## config.mk

```make
export PLATFORM = sky130hd
export DESIGN_NAME = cskipa_pipe
export DESIGN_NICKNAME = d
export VERILOG_FILES = /design/src/rtl/cskipa_pipe.sv
export SDC_FILE = /design/constraint.sdc
export NUM_CORES = 1
export LEC_CHECK = 0
export CAP_MARGIN = 40
export CORE_MARGIN = 2
export CORE_UTILIZATION = 50
export CTS_CLUSTER_SIZE = 16
export DETAILED_ROUTE_END_ITERATION = 12
export MAX_ROUTING_LAYER = met4
export PLACE_DENSITY_LB_ADDON = 0.15
export SLEW_MARGIN = 20
export SYNTH_ARGS = -nofsm -noshare
export SYNTH_HDL_FRONTEND = slang
export SYNTH_SLANG_ARGS = --single-unit
export TNS_END_PERCENT = 20
```

## constraint.sdc

```tcl
create_clock -name i_clk -period 9.2 [get_ports i_clk]
set_input_delay 1.84 -clock i_clk [delete_from_list [all_inputs] [get_ports i_clk]]
set_output_delay 1.84 -clock i_clk [all_outputs]
set_load 0.005 [all_outputs]
```

## src/rtl/cskipa_pipe.sv

```systemverilog
// cskipa_pipe: pipelined carry-skip adder with a valid/ready handshake.
// Operands are cut into BLOCK-bit ripple groups with a skip mux per group.
// The groups are spread evenly over STAGES register stages. Each stage passes
// its carry, the sum bits finished so far and the operand bits still to be
// added down the pipe.
// Optional feature macro: CSKIPA_PIPE_SUB_EN adds the i_sub port. With
// i_sub=1 the block computes A + ~B + 1, and i_cin is ignored.

module cskipa_pipe #(
    parameter int WIDTH  = 32,
    parameter int BLOCK  = 4,
    parameter int STAGES = 2
) (
    input  logic             i_clk,
    input  logic             i_rst,
    input  logic             i_valid,
    output logic             o_ready,
    input  logic [WIDTH-1:0] i_add_term1,
    input  logic [WIDTH-1:0] i_add_term2,
    input  logic             i_cin,
`ifdef CSKIPA_PIPE_SUB_EN
    input  logic             i_sub,
`endif
    output logic             o_valid,
    input  logic             i_ready,
    output logic [WIDTH-1:0] o_sum,
    output logic             o_cout,
    output logic             o_ovf
);

    localparam int NBLK = WIDTH / BLOCK;
    localparam int BPS  = NBLK / STAGES;
    localparam int IW   = (WIDTH > 1) ? $clog2(WIDTH) : 1;

    if (WIDTH % BLOCK != 0) begin : g_err_width
        $error("cskipa_pipe: WIDTH must be a multiple of BLOCK");
    end
    if (STAGES < 1 || (NBLK % STAGES) != 0) begin : g_err_stages
        $error("cskipa_pipe: WIDTH/BLOCK must be a multiple of STAGES");
    end

    // Operand conditioning at the pipe entry: subtraction is add of ~B with carry 1
    logic [WIDTH-1:0] in_b;
    logic             in_c;
`ifdef CSKIPA_PIPE_SUB_EN
    assign in_b = i_sub ? ~i_add_term2 : i_add_term2;
    assign in_c = i_sub ? 1'b1 : i_cin;
`else
    assign in_b = i_add_term2;
    assign in_c = i_cin;
`endif

    for (genvar k = 0; k < STAGES; k++) begin : g_stg
        localparam int unsigned BASE = k * BPS * BLOCK;

        logic             st_v;
        logic             st_c;
        logic [WIDTH-1:0] st_a;
        logic [WIDTH-1:0] st_b;
        logic [WIDTH-1:0] st_s;
        logic [WIDTH-1:0] nx_s;
        logic             nx_c;
        logic             nx_m;
        logic             v_q;
        logic             c_q;
        logic             m_q;
        logic [WIDTH-1:0] a_q;
        logic [WIDTH-1:0] b_q;
        logic [WIDTH-1:0] s_q;
        logic             ld;

        if (k == 0) begin : g_head
            assign st_v = i_valid;
            assign st_c = in_c;
            assign st_a = i_add_term1;
            assign st_b = in_b;
            assign st_s = '0;
        end else begin : g_body
            assign st_v = g_stg[k-1].v_q;
            assign st_c = g_stg[k-1].c_q;
            assign st_a = g_stg[k-1].a_q;
            assign st_b = g_stg[k-1].b_q;
            assign st_s = g_stg[k-1].s_q;
        end

        // A stage loads when it is empty or when its content moves on this cycle
        if (k == STAGES - 1) begin : g_tail
            logic unused_ab;
            assign ld        = !v_q || i_ready;
            assign unused_ab = ^{a_q, b_q};
        end else begin : g_mid
            logic unused_m;
            assign ld       = !v_q || g_stg[k+1].ld;
            assign unused_m = m_q;
        end

        // Ripple each group of this stage, then skip its carry when all bits propagate
        always_comb begin : p_add
            logic             c;
            logic             cg;
            logic             p;
            logic             rc;
            logic             x;
            int unsigned      bit_i;
            logic [IW-1:0]    ix;
            nx_s = st_s;
            nx_m = 1'b0;
            c    = st_c;
            for (int unsigned g = 0; g < BPS; g++) begin
                cg = c;
                p  = 1'b1;
                rc = c;
                for (int unsigned j = 0; j < BLOCK; j++) begin
                    bit_i = BASE + g * BLOCK + j;
                    ix    = IW'(bit_i);
                    if (bit_i == WIDTH - 1) begin
                        nx_m = rc;
                    end
                    x        = st_a[ix] ^ st_b[ix];
                    nx_s[ix] = x ^ rc;
                    p        = p & x;
                    rc       = (st_a[ix] & st_b[ix]) | (rc & x);
                end
                c = p ? cg : rc;
            end
            nx_c = c;
        end

        // Stage register: holds while the stage is full and its successor is blocked
        always_ff @(posedge i_clk or posedge i_rst) begin
            if (i_rst) begin
                v_q <= 1'b0;
                c_q <= 1'b0;
                m_q <= 1'b0;
                a_q <= '0;
                b_q <= '0;
                s_q <= '0;
            end else if (ld) begin
                v_q <= st_v;
                c_q <= nx_c;
                m_q <= nx_m;
                a_q <= st_a;
                b_q <= st_b;
                s_q <= nx_s;
            end
        end
    end

    assign o_ready = g_stg[0].ld;
    assign o_valid = g_stg[STAGES-1].v_q;
    assign o_sum   = g_stg[STAGES-1].s_q;
    assign o_cout  = g_stg[STAGES-1].c_q;
    assign o_ovf   = g_stg[STAGES-1].m_q ^ g_stg[STAGES-1].c_q;

endmodule

```

Word-level counts from Yosys, hierarchy flattened
Index checks and enable logic that the tools add are counted.

cells by class
  add/sub/neg operators = 0
  multipliers = 0
  divide/modulo/power cells = 0
  magnitude comparators = 0
  equality and inequality tests = 0
  shift operators = 0
  multiplexer cells = 8
  bitwise logic cells = 185
  reduce and logical (&&, ||, !) cells = 4

operator list
  operator           number
  AND 1 bit          88
  bitwise XOR 1 bit  65
  OR 1 bit           32
  two-way mux 1 bit  8
  logical NOT 1 bit  2
  logical OR 1 bit   2

storage, ports and cells
  register bits after elaboration = 117
  latch bits = 0
  RAM bits = 0
  memory bits (read-only) = 0
  input bits = 69
  memories kept = 0

Longest topological paths before layout
  word-level depth = 37
  mapped depth = 28
  gate-level depth less buffers = 28

Least setup slack after synthesis
No wires, ideal clock.

  path kind = input to register
  from = input i_add_term1[0]
  to = register g_stg[0].s_q[15]
  setup time = 78 ps
  data arrival time = 8046 ps
  setup slack = 1077 ps
  stages on the path = 27
  cells stage by stage = inv_1 > fa_1 > fa_1 > inv_1 > fa_1 > fa_1 > mux2_4 > fa_1 > fa_1 > fa_1 > fa_1 > inv_1 > a21oi_1 > fa_1 > fa_1 > fa_1 > fa_1 > nand2_1 > nand2_1 > fa_1 > inv_1 > fa_1 > inv_1 > fa_1 > inv_1 > fa_1 > a21oi_1

on the way
  word-level cells in the longest chain between the ends = 35
  elaborated cells between the ends (all ways) = 39
  those cells by class = mux (3); bitwise (36)

RTL lines
  what                   RTL line  source
  from (decl)            18        input logic [WIDTH-1:0] i_add_term1,
  bitwise XOR 1 bit      119       x = st_a[ix] ^ st_b[ix];
  AND 1 bit              122       rc = (st_a[ix] & st_b[ix]) | (rc & x);
  OR 1 bit               122
  AND 1 bit              122
  OR 1 bit               122
  AND 1 bit              122
  OR 1 bit               122
  AND 1 bit              122
  (+19 left out)         --
  two-way mux 1 bit (*)  124       c = p ? cg : rc;
  AND 1 bit (*)          122
  OR 1 bit (*)           122
  AND 1 bit (*)          122
  OR 1 bit (*)           122
  AND 1 bit (*)          122
  OR 1 bit (*)           122
  bitwise XOR 1 bit (*)  120       nx_s[ix] = x ^ rc;
  to (signal assigned)   144       s_q <= nx_s;
  to (decl)              69        logic [WIDTH-1:0] s_q;

Every way passes the cells marked *; elsewhere a longest branch is shown, timed or not.
A chain may end at the register's enable or synchronous reset.

Final worst setup path
Ends and elaborated chain as after synthesis.

==> metrics <==
Final WS setup 0.630 ns; fin crit share ~93%; CP required 9.47 ns; Worst-Skew Late Latency approximately 0.35 ns; number of library cell types mapped by synthesis 26; DP Worst Slack between 0.2 and 0.3 ns; P_sw around 0.31 mW; switching share of power between 20 and 30%; first-pass GRT wire length roughly 14000 um; CP Capture Type flop; post-synthesis sequential area ratio 48.2%; Worst-Margin Slew around 0.71 ns; Die ar. ~0.0096 mm2; Max rail drop VDD between 0.00008 and 0.00009 V; setup_tns 0 ns; Final HPWL DP slightly above 6000 um; Fillers approximately 700; Worst Clk Skew 0.0120 ns; Final GP Congestion between 0.7 and 0.8; CTS clk-pin slew, worst paths roughly 0.090 ns; I/O Buffers 104; CTS Buf Count 9; Layout area overhead 31.2%; Critical R2R Launch g_stg[0].c_q; Routed WL 8360 um; LEAKAGE 2.71 nW; FF+latch count, synth 85; CTS tree done; register-to-register setup slack between 1 and 1.5 ns; R2R depth 28; vias in the first global route 3064; Fin. Hold Viols 0; total I/O pin count about 110; Final min period around 8.6 ns; GRT Overall Usage just under 20%; power per cell area 187 mW/mm2; count of pins over their slew limit 0; largest net degree at the start of global routing 60; Synth Area per Inst about 12 um2; most frequent cells in the layout clkdlybuf4s50_1, nand2_1, dfrtp_1, mux2_2; startpoint type of the worst setup path primary input; via count 2883; hold_buf cts 0; P_int between 0.7 and 0.8 mW; H-tree Lvls 3; initial core utilization 51.1%; R2R Path End o_cout; Clock Path Buffers 2; Post-CTS Setup Repair Bufs 0; yosys warns 0; Clock Tree Root clkbuf_8; Inst Count DP approximately 580; outcome finished clean; post-synthesis cell area 0.00442 mm2; Reg power frac between 40% and 50%; Hold Crit Endpoint o_sum[0]; die width slightly below 100 um; global route overflow 0; FP Rows 34; vias per cell a little under 5; CP Max Fanout 3; CP arrival slightly below 9 ns; cts repair resizes 0; clock sinks between 80 and 90; Core Area between 0.008 and 0.009 mm2; Layout Nets 612; Post-DRT Antenna Nets 0; Post-Syn Nets slightly above 500; leading cell type in the layout, fill and taps excluded clkdlybuf4s50_1; Design Power ~1.1 mW; FMAX 117 MHz; n_diodes 0; initial antenna violation count 0; WHS Path Cells 2; Logic pwr share between 20% and 30%; DRC 0; power share of the clock group about a quarter; Hold Startpoint g_stg[0].s_q[0]; fraction of layout cells with a size suffix above 1 13.2%; Finished Layout Cells just under 600; Detailed Routing Iterations Pass 1 4; Worst slew margin 52.7%; HP Class flop to flop; cells after synthesis around 370; initial drt markers 95; RSZ-0062 raised after global routing no; drt wl/cell approximately 14 um; max_cap viols 0; CP Class primary input to flop; final setup fails 0; Die Y a little under 100 um
[cells in the mapped netlist]
cell / number / area (um2)
nand3_1: 1 / 5.00
buf_2: 7 / 35.0
a21o_1: 1 / 7.51
mux2i_1: 1 / 10.0
nand4_1: 8 / 50.1
clkbuf_1: 5 / 18.8
nor2b_1: 1 / 6.26
nand3b_1: 1 / 7.51
inv_1: 24 / 90.1
mux2_4: 1 / 15.0
buf_1: 2 / 7.51
fa_1: 32 / 641
nand2b_1: 3 / 18.8
nor2_1: 10 / 37.5
mux2_1: 2 / 22.5
o21ai_1: 1 / 5.00
o21ai_2: 1 / 8.76
ha_1: 32 / 400
xor2_1: 1 / 8.76
a21oi_1: 9 / 45.0
a31o_1: 1 / 8.76
o21ai_0: 4 / 20.0
nand2_1: 100 / 375
dfrtp_1: 85 / 2130
nand2_2: 1 / 6.26
mux2_2: 39 / 439
[worst max-delay path: stages]
cell and delay [ns]:
clkdlybuf4s50_1 0.42, inv_1 0.09, fa_1 0.18, fa_1 0.16
inv_1 0.05, fa_1 0.37, fa_1 0.39, mux2_4 0.30
fa_1 0.38, fa_1 0.41, fa_1 0.40, fa_1 0.38
inv_1 0.09, a21oi_1 0.08, fa_1 0.39, fa_1 0.40
fa_1 0.40, fa_1 0.36, nand2_1 0.09, nand2_1 0.07
fa_1 0.36, inv_1 0.08, fa_1 0.16, inv_1 0.05
fa_1 0.35, inv_1 0.07, fa_1 0.40, a21oi_1 0.13
[worst max-delay path by stage]
stage                        to  slack (ns)  cells past startpoint            from
3_3_place_gp   g_stg[0].s_q[15]        0.41                     28  i_add_term1[0]
2_1_floorplan  g_stg[0].s_q[15]        1.08                     27  i_add_term1[0]
4_1_cts        g_stg[0].s_q[15]        0.62                     28  i_add_term1[0]
5_1_grt        g_stg[0].s_q[15]        0.27                     28  i_add_term1[0]
6_report       g_stg[0].s_q[15]        0.63                     28  i_add_term1[0]
3_5_place_dp   g_stg[0].s_q[15]        0.26                     28  i_add_term1[0]
[per-stage QoR]
step / utilization, % / instance area, um2 / hold WS (ns)
final: 67.1 / 5790 / 0.468
after global routing: 67.1 / 5790 / 0.492
after CTS: 67.1 / 5790 / 0.473
after detailed placement: 64.8 / 5590 / 0.455
after global placement: 64.4 / 5570 / 0.448
after floorplan: - / 4420 / 0.442
[metal layers]
layer  up-vias  share of wire [%]  track usage (%)
li1       1382                  -                -
met1      1418                 43             23.3
met2        72                 49             30.9
met3        11                6.5             5.15
met4         0                1.6             7.37
met5         -                  0                -
[power groups by stage]
stage / clock [mW] / combinational [mW] / sequential, mW
after floorplan: 0 / 0.145 / 0.505
after global placement: 0 / 0.308 / 0.506
after detailed placement: 0 / 0.317 / 0.509
after CTS: 0.273 / 0.319 / 0.502
after global routing: 0.289 / 0.355 / 0.513
final: 0.268 / 0.314 / 0.500
[cell type report]
cell class / count / area (um2) / share of cell area, %
sequential: 85 / 2130 / 36.7
inverter: 24 / 91.3 / 1.58
clock inverter: 5 / 60.1 / 1.04
multi-input combinational: 250 / 2140 / 36.9
clock buffer: 11 / 141 / 2.44
tap: 108 / 135 / 2.33
timing repair buffer: 109 / 1100 / 19.0
[flip-flops by register name (all words and copies together) (netlist names)]
signal,cells
g_stg.s_q,16
g_stg.a_q,16
g_stg.c_q,1
o_sum,32
o_cout,1
g_stg.v_q,1
o_valid,1
g_stg.b_q,16
g_stg.m_q,1
[cells by family after synthesis]
kind of cell	after synthesis	synth area share, %
buffers and inverters	38	3.43
AND/OR/NAND/NOR	125	11.5
flip-flops	85	48.2
adder cells (fa/ha/maj)	64	23.6
multiplexers	43	11.0
XOR/XNOR	1	0.198
AO/OA/AOI/OAI	17	2.15
No activity file was read; power rests on OpenSTA's default activity.
